$ cat src/rtl/div_pkg.sv
// Shared constants for the restoring divider: opcodes, FSM states, default width.
package div_pkg;
    localparam int DEFAULT_WIDTH = 32;

    localparam logic [5:0] DIVU = 6'b011011;
    localparam logic [5:0] OUT  = 6'b111111;

    typedef enum logic [1:0] {
        IDLE = 2'd0,
        RUN  = 2'd1,
        DONE = 2'd2
    } div_state_e;
endpackage

$ cat src/rtl/div_step.sv
// One restoring-division iteration on the {remainder, quotient} working value:
// shift left, then subtract the divisor from the upper part when it fits.
module div_step #(
    parameter int WIDTH = div_pkg::DEFAULT_WIDTH
) (
    input  logic [2*WIDTH:0]  work_i,
    input  logic [WIDTH-1:0]  divisor_i,
    output logic [2*WIDTH:0]  work_o
);
    logic [WIDTH+1:0] upper;
    logic [WIDTH+1:0] diff;
    logic             fits;

    always_comb begin
        // Upper part after the shift, widened by one bit so the borrow is visible.
        upper  = work_i[2*WIDTH:WIDTH-1];
        diff   = upper - {2'b00, divisor_i};
        fits   = ~diff[WIDTH+1];
        work_o = {work_i[2*WIDTH-1:0], 1'b0};
        if (fits) begin
            work_o = {diff[WIDTH:0], work_i[WIDTH-2:0], 1'b1};
        end
    end
endmodule

$ cat src/rtl/divider.sv
// Multi-cycle unsigned restoring divider: 32 iterations per DIVU, result held
// internally and published to dataOut only on an OUT command.
module divider
    import div_pkg::*;
#(
    parameter int WIDTH = DEFAULT_WIDTH
) (
    input  logic                 clk,
    input  logic                 reset,
    input  logic [WIDTH-1:0]     dataA,
    input  logic [WIDTH-1:0]     dataB,
    input  logic [5:0]           Signal,
    output logic [2*WIDTH-1:0]   dataOut,
    output logic                 busy,
    output logic                 done,
    output logic                 divByZero
);
    localparam int CW = $clog2(WIDTH) + 1;

    div_state_e         state_q;
    logic [CW-1:0]      cnt_q;
    logic [2*WIDTH:0]   work_q;
    logic [2*WIDTH:0]   work_d;
    logic [WIDTH-1:0]   divisor_q;
    logic [2*WIDTH-1:0] result_q;
    logic [2*WIDTH-1:0] data_out_q;
    logic               busy_q;
    logic               done_q;
    logic               dbz_q;

    div_step #(.WIDTH(WIDTH)) u_step (
        .work_i    (work_q),
        .divisor_i (divisor_q),
        .work_o    (work_d)
    );

    always_ff @(posedge clk) begin
        if (reset) begin
            state_q    <= IDLE;
            cnt_q      <= '0;
            work_q     <= '0;
            divisor_q  <= '0;
            result_q   <= '0;
            data_out_q <= '0;
            busy_q     <= 1'b0;
            done_q     <= 1'b0;
            dbz_q      <= 1'b0;
        end else begin
            // done trails the DONE state by one cycle, so it never overlaps busy.
            done_q <= (state_q == DONE);
            if (Signal == OUT) begin
                data_out_q <= result_q;
            end
            case (state_q)
                IDLE: begin
                    if (Signal == DIVU) begin
                        divisor_q <= dataB;
                        cnt_q     <= '0;
                        work_q    <= {1'b0, {WIDTH{1'b0}}, dataA};
                        busy_q    <= 1'b1;
                        if (dataB == '0) begin
                            dbz_q    <= 1'b1;
                            result_q <= {dataA, {WIDTH{1'b1}}};
                            state_q  <= DONE;
                        end else begin
                            dbz_q   <= 1'b0;
                            state_q <= RUN;
                        end
                    end
                end
                RUN: begin
                    work_q <= work_d;
                    if (cnt_q == CW'(WIDTH - 1)) begin
                        result_q <= work_d[2*WIDTH-1:0];
                        state_q  <= DONE;
                    end else begin
                        cnt_q <= cnt_q + 1'b1;
                    end
                end
                DONE: begin
                    busy_q  <= 1'b0;
                    state_q <= IDLE;
                end
                default: begin
                    busy_q  <= 1'b0;
                    state_q <= IDLE;
                end
            endcase
        end
    end

    assign dataOut   = data_out_q;
    assign busy      = busy_q;
    assign done      = done_q;
    assign divByZero = dbz_q;
endmodule

$ cat config.mk
export PLATFORM = sky130hd
export DESIGN_NAME = divider
export DESIGN_NICKNAME = d
export VERILOG_FILES = /design/src/rtl/div_pkg.sv /design/src/rtl/div_step.sv /design/src/rtl/divider.sv
export SDC_FILE = /design/constraint.sdc
export NUM_CORES = 1
export LEC_CHECK = 0
export CAP_MARGIN = 30
export CORE_MARGIN = 5
export CORE_UTILIZATION = 45
export DETAILED_ROUTE_END_ITERATION = 6
export PLACE_DENSITY = 0.67
export SLEW_MARGIN = 40
export SYNTH_ARGS = -nofsm -noshare
export SYNTH_HDL_FRONTEND = slang
export SYNTH_HIERARCHICAL = 1
export SYNTH_SLANG_ARGS = --single-unit
export TNS_END_PERCENT = 5
$ cat constraint.sdc
create_clock -name clk -period 7.48 [get_ports clk]
set_clock_uncertainty 0.15 [all_clocks]
set_input_delay 1.496 -clock clk [delete_from_list [all_inputs] [get_ports clk]]
set_output_delay 1.496 -clock clk [all_outputs]
set_load 0.01 [all_outputs]
# Word-level counts from Yosys, hierarchy flattened
# Index checks and enable logic that the tools add are counted.
[totals]
wordCells = 47
regBits = 236
in_bits = 72
out_inout_bits = 67
[classes]
reduce_logical = 9
n_mux = 17
n_addsub = 2
bitwise_logic = 1
eq_ne = 9
[ops]
columns = ["op", "n"]
rows = [
  ["64-bit 2-to-1 mux", 3],
  ["65-bit 2-to-1 mux", 2],
  ["65-bit one-hot mux with 2 select lines", 1],
  ["64-bit one-hot mux with 2 select lines", 1],
  ["34-bit by 32-bit subtractor with 34-bit output", 1],
  ["32-bit zero test", 1],
  ["6-bit by 5-bit == test with 1-bit output (second input constant)", 2],
  ["6-bit 2-to-1 mux", 2],
  ["6-bit one-hot mux with 2 select lines", 1],
  ["2-bit != test (second input constant)", 4],
  ["2-bit AND reduction", 4],
  ["6-bit by 1-bit adder with 6-bit output (second input constant)", 1],
  ["6-bit == test (second input constant)", 1],
  ["2-bit 2-to-1 mux", 3],
  ["2-bit one-hot mux with 2 select lines", 1],
  ["4-bit AND reduction", 1],
  ["3-bit AND reduction", 1],
  ["2-bit by 1-bit == test with 1-bit output (second input constant)", 1],
  ["2-bit == test (second input constant)", 1],
  ["2-bit zero test", 1],
  ["1-bit 2-to-1 mux", 2],
  ["1-bit one-hot mux with 2 select lines", 1],
  ["2-bit nonzero test", 1],
  ["1-bit NOT", 1],
]

# Longest topological paths before layout
# Gate-level depths: netlist (run 1).
[logic_depth]
word_depth = 4
depth_mapped = 16
ltp_nobuf = 14

# Hierarchy
# The synthesis (run 1) kept the hierarchy.
[by_module_without_submodules]
columns = ["module", "n_inst", "area_each_um2", "seq_area_each_um2", "cells_each"]
rows = [
  ["divider", 1, 8660.8, 4724.5, 1026],
  ["div_step", 1, 2446.1, 0.0, 337],
]

# Least setup slack after synthesis (run 1)
# Ideal clock, no wire load.
[synth_path]
kind = "register to register"
startpoint = "register divisor_q[6]"
endpoint = "register result_q[58]"
setup_ns = 0.130
stages_incl_launch_ff = 15
synth_period_minus_slack_ns = 3.242
path_slack_ns = 4.238
path_buffers = 2
arrival_ns = 2.962
required_time_ns = 7.200
cell_sequence = "dfxtp_1 inv_1 ha_1 clkbuf_1 nand2_1 or3b_1 a211oi_2 o31ai_1 and3_4 o31ai_4 xor2_1 buf_4 mux2_1 a22oi_1 o21ai_0"
[synth_via]
elab_chain_cells = 4
[synth_lines]
columns = ["element", "line_no", "rtl"]
rows = [
  ["start, declared", "divider.sv:24", "logic [WIDTH-1:0] divisor_q;"],
  ["start signal, assigned", "divider.sv:57", "divisor_q <= dataB;"],
  ["34-bit by 32-bit subtractor with 34-bit output", "div_step.sv:17", "diff = upper - {2'b00, divisor_i};"],
  ["65-bit 2-to-1 mux", "div_step.sv:20", "if (fits) begin"],
  ["via work_d[58]", "divider.sv:23", "logic [2*WIDTH:0] work_d;"],
  ["64-bit 2-to-1 mux", "divider.sv:73", "if (cnt_q == CW'(WIDTH - 1)) begin"],
  ["64-bit one-hot mux with 2 select lines", "divider.sv:54", "case (state_q)"],
  ["end signal, assigned", "divider.sv:63", "result_q <= {dataA, {WIDTH{1'b1}}};"],
  ["end signal, assigned", "divider.sv:74", "result_q <= work_d[2*WIDTH-1:0];"],
  ["end, declared", "divider.sv:25", "logic [2*WIDTH-1:0] result_q;"],
]
# The timed path passes the listed nets, and every way through them passes these cells. The select of a mux whose other input is x is not followed.
# A chain may end at the register's enable or synchronous reset.

# Worst setup path after layout (run 1)
[layout_path]
startpoint = "register divisor_q[13]"
endpoint = "register result_q[45]"
# Same word-level chain as after synthesis.

==> flow_metrics.env, run 1 <==
export IMPL_place_hpwl_um=19840
export IMPL_ctsResizeCount=0
export IMPL_fmax_mhz=237.0
export IMPL_track_usage_pct=20.47
export IMPL_period_share_pct=56.40
export IMPL_synthCells=1363
export IMPL_power_density_nw_per_um2=218.5
export IMPL_multi_input_area_sq_um=5510
export IMPL_required_ps=7750
export IMPL_crit_arrival_ps=4490
export IMPL_hold_depth=2
export IMPL_routed_top_layer="met4"
export IMPL_max_cap_violations=0
export IMPL_fin_nets=1519
export IMPL_setup_tns_ps=0
export IMPL_timing_rr_start="divisor_q[13]$_SDFFE_PP0P_"
export IMPL_synth_top_area_share_pct=42.54
export IMPL_critPathCaptureType="register"
export IMPL_setup_slack_ps=3261
export IMPL_cts_tree="built"
export IMPL_syn_nets=1469
export IMPL_synth_cell_type_count=62
export IMPL_hold_buffers=0
export IMPL_clk_latency_ps=540
export IMPL_fin_crit_ps=4219
export IMPL_wl_met1_um=14700
export IMPL_synth_area_leaders="dfxtp_1, nand2_1, a21oi_1"
export IMPL_cts_sinks=236
export IMPL_routed_wl_um=29700
export IMPL_fin_util_pct=54.82
export IMPL_worstSetupStartpoint="divisor_q[13]$_SDFFE_PP0P_"
export IMPL_row_count=57
export IMPL_regToRegSetupSlack_ps=3260
export IMPL_dr_first_iter_drc_count=741
export IMPL_worst_pin_slew_ps=786.2
export IMPL_grt_overflow=0
export IMPL_finalHoldViolCount=0
export IMPL_diodes=0
export IMPL_viasPerCell=5.477
export IMPL_pre_cts_ws_ps=2516
export IMPL_ys_seq_area_share_pct=42.54
export IMPL_layout_common_cells="nand2_1, dfxtp_1, a21oi_1"
export IMPL_dr_pass1_iters=5
export IMPL_status="finished, final reports clean"
export IMPL_slew_headroom_pct=47.59
export IMPL_slew_violations=0
export IMPL_antenna_found_initial=0
export IMPL_wl_met3_um=1686
export IMPL_path_clk_slew_ps=60
export IMPL_slowest_delay_ps=460
export IMPL_die_width_um=167.1
export IMPL_io_buffers=138
export IMPL_die_area_sq_um=27920
export IMPL_cts_setup_buffers=0
export IMPL_cts_root_buf="clkbuf_16"
export IMPL_grt_pass1_vias=9072
export IMPL_wl_per_cell_um=16.92
export IMPL_holdCritPathClass="register to register"
export IMPL_gp_congestion=0.8824
export IMPL_synth_area_leader_cell="dfxtp_1"
export IMPL_critical_path_cell_chain="inv_1, ha_1, nand4_1, or3b_1, a211oi_2, o31ai_1, and3_4, o31ai_4, xor2_4, buf_4, mux2_1, a22oi_1, o21ai_1"
export IMPL_initial_core_util_pct=45.67
export IMPL_rsz0062_at_grt="no"
export IMPL_drc=0
export IMPL_rr_worst_depth=13
export IMPL_p_leak_nw=4.796
export IMPL_wl_met2_um=12770
export IMPL_drive_gt1_share_pct=7.966
export IMPL_final_common_cell="nand2_1"
export IMPL_cts_made_buffers=25
export IMPL_grt_pass1_wl_um=48200
export IMPL_ys_seq_elements=236
export IMPL_coreArea_sq_um=24320
export IMPL_synth_edf_count=0
export IMPL_path_max_fanout=27
export IMPL_worstSetupStartpointType="register"
export IMPL_netlist_area_sq_um=11110
export IMPL_h_tree_depth=1
export IMPL_crit_path_top_delay_cell="xor2_4"
export IMPL_syn_to_final_growth_pct=20.03
export IMPL_synthArstFlopShare_pct=0
export IMPL_endpoint="result_q[45]$_SDFFE_PP0P_"
export IMPL_dieHeight_um=167.1
export IMPL_syn_avg_cell_area_sq_um=8.149
export IMPL_crit_type="register to register"
export IMPL_clockBufferDepth=3
export IMPL_grt_max_degree=89
export IMPL_r2r_end="result_q[45]$_SDFFE_PP0P_"
export IMPL_yosysWarningCount=6
export IMPL_antenna_left=0
export IMPL_ioPinCount=139
export IMPL_finalSetupViolCount=0
export IMPL_ff_latch_area_sq_um=4725
export IMPL_vias=9613
export IMPL_ir_drop_mv=0.1724
export IMPL_yosys_most_used_dff="dfxtp_1"
export IMPL_nFillCells=2300
state kept, by name (all words and copies together) (netlist names):
| signal | flops |
|---|---|
| busy | 1 |
| cnt_q | 6 |
| state_q | 2 |
| work_q | 65 |
| divisor_q | 32 |
| divByZero | 1 |
| dataOut | 64 |
| done | 1 |
| result_q | 64 |
synth_stat cells, types with 9 or more instances:
master / n
ha_1: 33
buf_1: 9
mux2_1: 20
o21ai_1: 30
inv_1: 71
o221a_2: 32
nor2b_1: 9
buf_4: 34
nor3_1: 10
dfxtp_1: 236
clkbuf_1: 75
xnor2_1: 21
xor2_1: 13
a22oi_1: 32
o21ai_0: 14
a311oi_1: 32
nor2_1: 53
a21o_1: 25
a21oi_1: 162
nor4_1: 9
nand3_1: 38
nand4_1: 11
nand2_1: 311
worst max-delay path, delay by kind of cell, from the launching register on:
family / cells / cell delay, ps
xor+xnor: 1 / 460
mux: 1 / 420
flops: 1 / 330
compound gates: 5 / 1030
buf+inv: 2 / 480
simple gates: 3 / 830
fa+ha+maj: 1 / 390
where the power goes:
group          internal [W]  total [W]  switching [W]  leakage [nW]
registers           0.00126    0.00127     0.00000376          1.90
logic              0.000109   0.000256       0.000147          2.43
clock network      0.000871    0.00139       0.000521         0.464
total               0.00224    0.00291       0.000672          4.80
routing by layer:
metal | vias up | GRT usage [%]
met3 | 35 | 3.772
met5 | - | 0
met2 | 246 | 31.10
met4 | 0 | 4.198
met1 | 4548 | 30.55
li1 | 4784 | -
metrics by stage:
step | hold slack (ps) | power [W] | instance area (sq um) | std cells
2_1_floorplan | 281.9 | 0.001456 | 11110 | 1363
3_3_place_gp | 293.3 | 0.001542 | 12390 | 1709
3_5_place_dp | 296.7 | 0.001543 | 12390 | 1709
4_1_cts | 305.1 | 0.002935 | 13320 | 1754
5_1_grt | 317.2 | 0.003006 | 13330 | 1755
6_report | 303.5 | 0.002913 | 13330 | 1755
cell type report:
class	instances	area share, %
Multi-Input combinational cell	926	41.33
Sequential cell	236	35.44
Timing Repair Buffer	152	11.16
Clock buffer	32	5.265
Tap cell	324	3.041
Inverter	72	2.037
Clock inverter	13	1.727
cells by family after synthesis:
logic type,after synthesis,synth area share (%)
AND/OR/NAND/NOR,461,17.51
AO/OA/AOI/OAI,370,22.38
flip-flops,236,42.54
buffers and inverters,201,8.291
XOR/XNOR,34,2.681
adder cells (fa/ha/maj),34,3.898
multiplexers,27,2.704
worst min path at each step:
stage                              from                       end  slack, ps
3_3_place_gp   dataOut[63]$_SDFFE_PP0N_  dataOut[63]$_SDFFE_PP0N_        290
4_1_cts        dataOut[61]$_SDFFE_PP0N_  dataOut[61]$_SDFFE_PP0N_        310
6_report       dataOut[61]$_SDFFE_PP0N_  dataOut[61]$_SDFFE_PP0N_        300
2_1_floorplan  result_q[0]$_SDFFE_PP0P_   dataOut[0]$_SDFFE_PP0N_        280
3_5_place_dp   dataOut[61]$_SDFFE_PP0N_  dataOut[61]$_SDFFE_PP0N_        300
5_1_grt        dataOut[61]$_SDFFE_PP0N_  dataOut[61]$_SDFFE_PP0N_        320
(Power assumes the default switching activity.)
==> inputs of run 2 (changes only) <==
Clock period 7.48 ns to 4.13 ns, I/O delays scaled along.
==> flow_metrics.env, run 2 (synthesis results as in run 1) <==
export IMPL_setup_tns_ps=0
export IMPL_grt_pass1_vias=9401
export IMPL_dieHeight_um=167.1
export IMPL_cts_root_buf="clkbuf_16"
export IMPL_fin_crit_ps=3639
export IMPL_worst_pin_slew_ps=853.7
export IMPL_max_cap_violations=0
export IMPL_slew_headroom_pct=43.09
export IMPL_worstSetupStartpoint="divisor_q[8]$_SDFFE_PP0P_"
export IMPL_final_common_cell="nand2_1"
export IMPL_cts_setup_buffers=0
export IMPL_gp_congestion=0.8598
export IMPL_nFillCells=2300
export IMPL_drive_gt1_share_pct=8.339
export IMPL_slew_violations=0
export IMPL_row_count=57
export IMPL_ff_latch_area_sq_um=4725
export IMPL_worstSetupStartpointType="register"
export IMPL_layout_common_cells="nand2_1, dfxtp_1, a21oi_1"
export IMPL_syn_to_final_growth_pct=20.59
export IMPL_top_register="work_q"
export IMPL_largest_reg_flops=65
export IMPL_rr_worst_depth=13
export IMPL_dr_first_iter_drc_count=767
export IMPL_diodes=0
export IMPL_grt_overflow=0
export IMPL_critPathCaptureType="register"
export IMPL_fmax_mhz=274.8
export IMPL_finalSetupViolCount=0
export IMPL_io_buffers=138
export IMPL_pre_cts_ws_ps=530.4
export IMPL_rsz0062_at_grt="no"
export IMPL_multi_input_area_sq_um=5509
export IMPL_grt_max_degree=96
export IMPL_drc=0
export IMPL_clk_latency_ps=550
export IMPL_fin_nets=1525
export IMPL_vias=9669
export IMPL_hp_start="result_q[30]$_SDFFE_PP0P_"
export IMPL_viasPerCell=5.484
export IMPL_antenna_left=0
export IMPL_routed_wl_um=30650
export IMPL_setup_slack_ps=490.7
export IMPL_crit_arrival_ps=3910
export IMPL_hold_depth=2
export IMPL_hold_buffers=0
export IMPL_required_ps=4400
export IMPL_timing_rr_start="divisor_q[8]$_SDFFE_PP0P_"
export IMPL_status="finished, final reports clean"
export IMPL_grt_pass1_wl_um=50050
export IMPL_path_max_fanout=40
export IMPL_initial_core_util_pct=45.67
export IMPL_dr_pass1_iters=5
export IMPL_wl_per_cell_um=17.38
export IMPL_cts_sinks=236
export IMPL_holdWs_ps=301.0
export IMPL_place_hpwl_um=20630
export IMPL_cts_made_buffers=26
export IMPL_ir_drop_mv=0.2274
export IMPL_fin_util_pct=55.08
export IMPL_die_area_sq_um=27920
export IMPL_power_w=0.005180
export IMPL_ctsResizeCount=0
export IMPL_track_usage_pct=21.22
export IMPL_clockBufferDepth=3
export IMPL_antenna_found_initial=0
export IMPL_p_leak_nw=4.815
export IMPL_coreArea_sq_um=24320
export IMPL_power_density_nw_per_um2=386.8
export IMPL_crit_type="register to register"
export IMPL_period_share_pct=88.12
export IMPL_finalHoldViolCount=0
export IMPL_h_tree_depth=1
export IMPL_die_width_um=167.1
export IMPL_holdCritPathClass="register to register"
export IMPL_ioPinCount=139
export IMPL_cts_tree="built"
export IMPL_path_clk_slew_ps=60
## run 2: cell types whose count changed in the layout (fill, tap and decap cells not counted), moves of 2 or more
cell / before / now
clkinvlp_4: 0 / 3
bufinv_16: 6 / 3
buf_12: 0 / 4
buf_4: 13 / 15
## run 2: worst paths after layout
| check | end | slack [ps] |
|---|---|---|
| worst max-delay path | result_q[58]$_SDFFE_PP0P_ | 490 |
| worst min-delay path | dataOut[30]$_SDFFE_PP0N_ | 300 |
| worst max register to register | result_q[58]$_SDFFE_PP0P_ | 490 |
| worst min register to register | dataOut[30]$_SDFFE_PP0N_ | 300 |
## run 2: stage by stage
| stage | cell area (sq um) | instances |
|---|---|---|
| after floorplan | 11110 | 1363 |
| after global placement | 12480 | 1715 |
| after detailed placement | 12480 | 1715 |
| after CTS | 13390 | 1763 |
| after global routing | 13390 | 1763 |
| final | 13390 | 1763 |
## run 2: critical path, cell delays in order, from the launching register on
cell,delay [ps]
dfxtp_1,320
inv_1,50
ha_1,380
and3_1,220
or3b_1,370
a211oi_2,310
o31ai_1,130
and3_4,220
o31ai_4,250
xor2_4,190
buf_12,260
mux2_1,380
a22oi_1,190
o21ai_0,100
## run 2: area by class of cell
cell class                 count  share of cell area [%]
clock buffer                  33                   5.427
clock inverter                15                   1.364
inverter                      72                   2.018
multi-input combinational    926                   41.13
sequential                   236                   35.27
tap                          324                   3.027
timing repair buffer         157                   11.76
## run 2: where the power goes
part           internal [W]  switching (W)  leakage [nW]  total [W]
sequential          0.00228     0.00000697          1.90    0.00229
combinational      0.000206       0.000263          2.47   0.000470
clock               0.00144       0.000978         0.444    0.00242
total               0.00393        0.00125          4.81    0.00518
## run 2: metal layers
metal  vias to the layer above  track usage, %  wire length (um)
met5                         -               0                 0
met1                      4564           31.90             15400
met2                       268           32.12             12970
met3                        39           3.583              1742
met4                         0           4.447               533
li1                       4798               -                 -
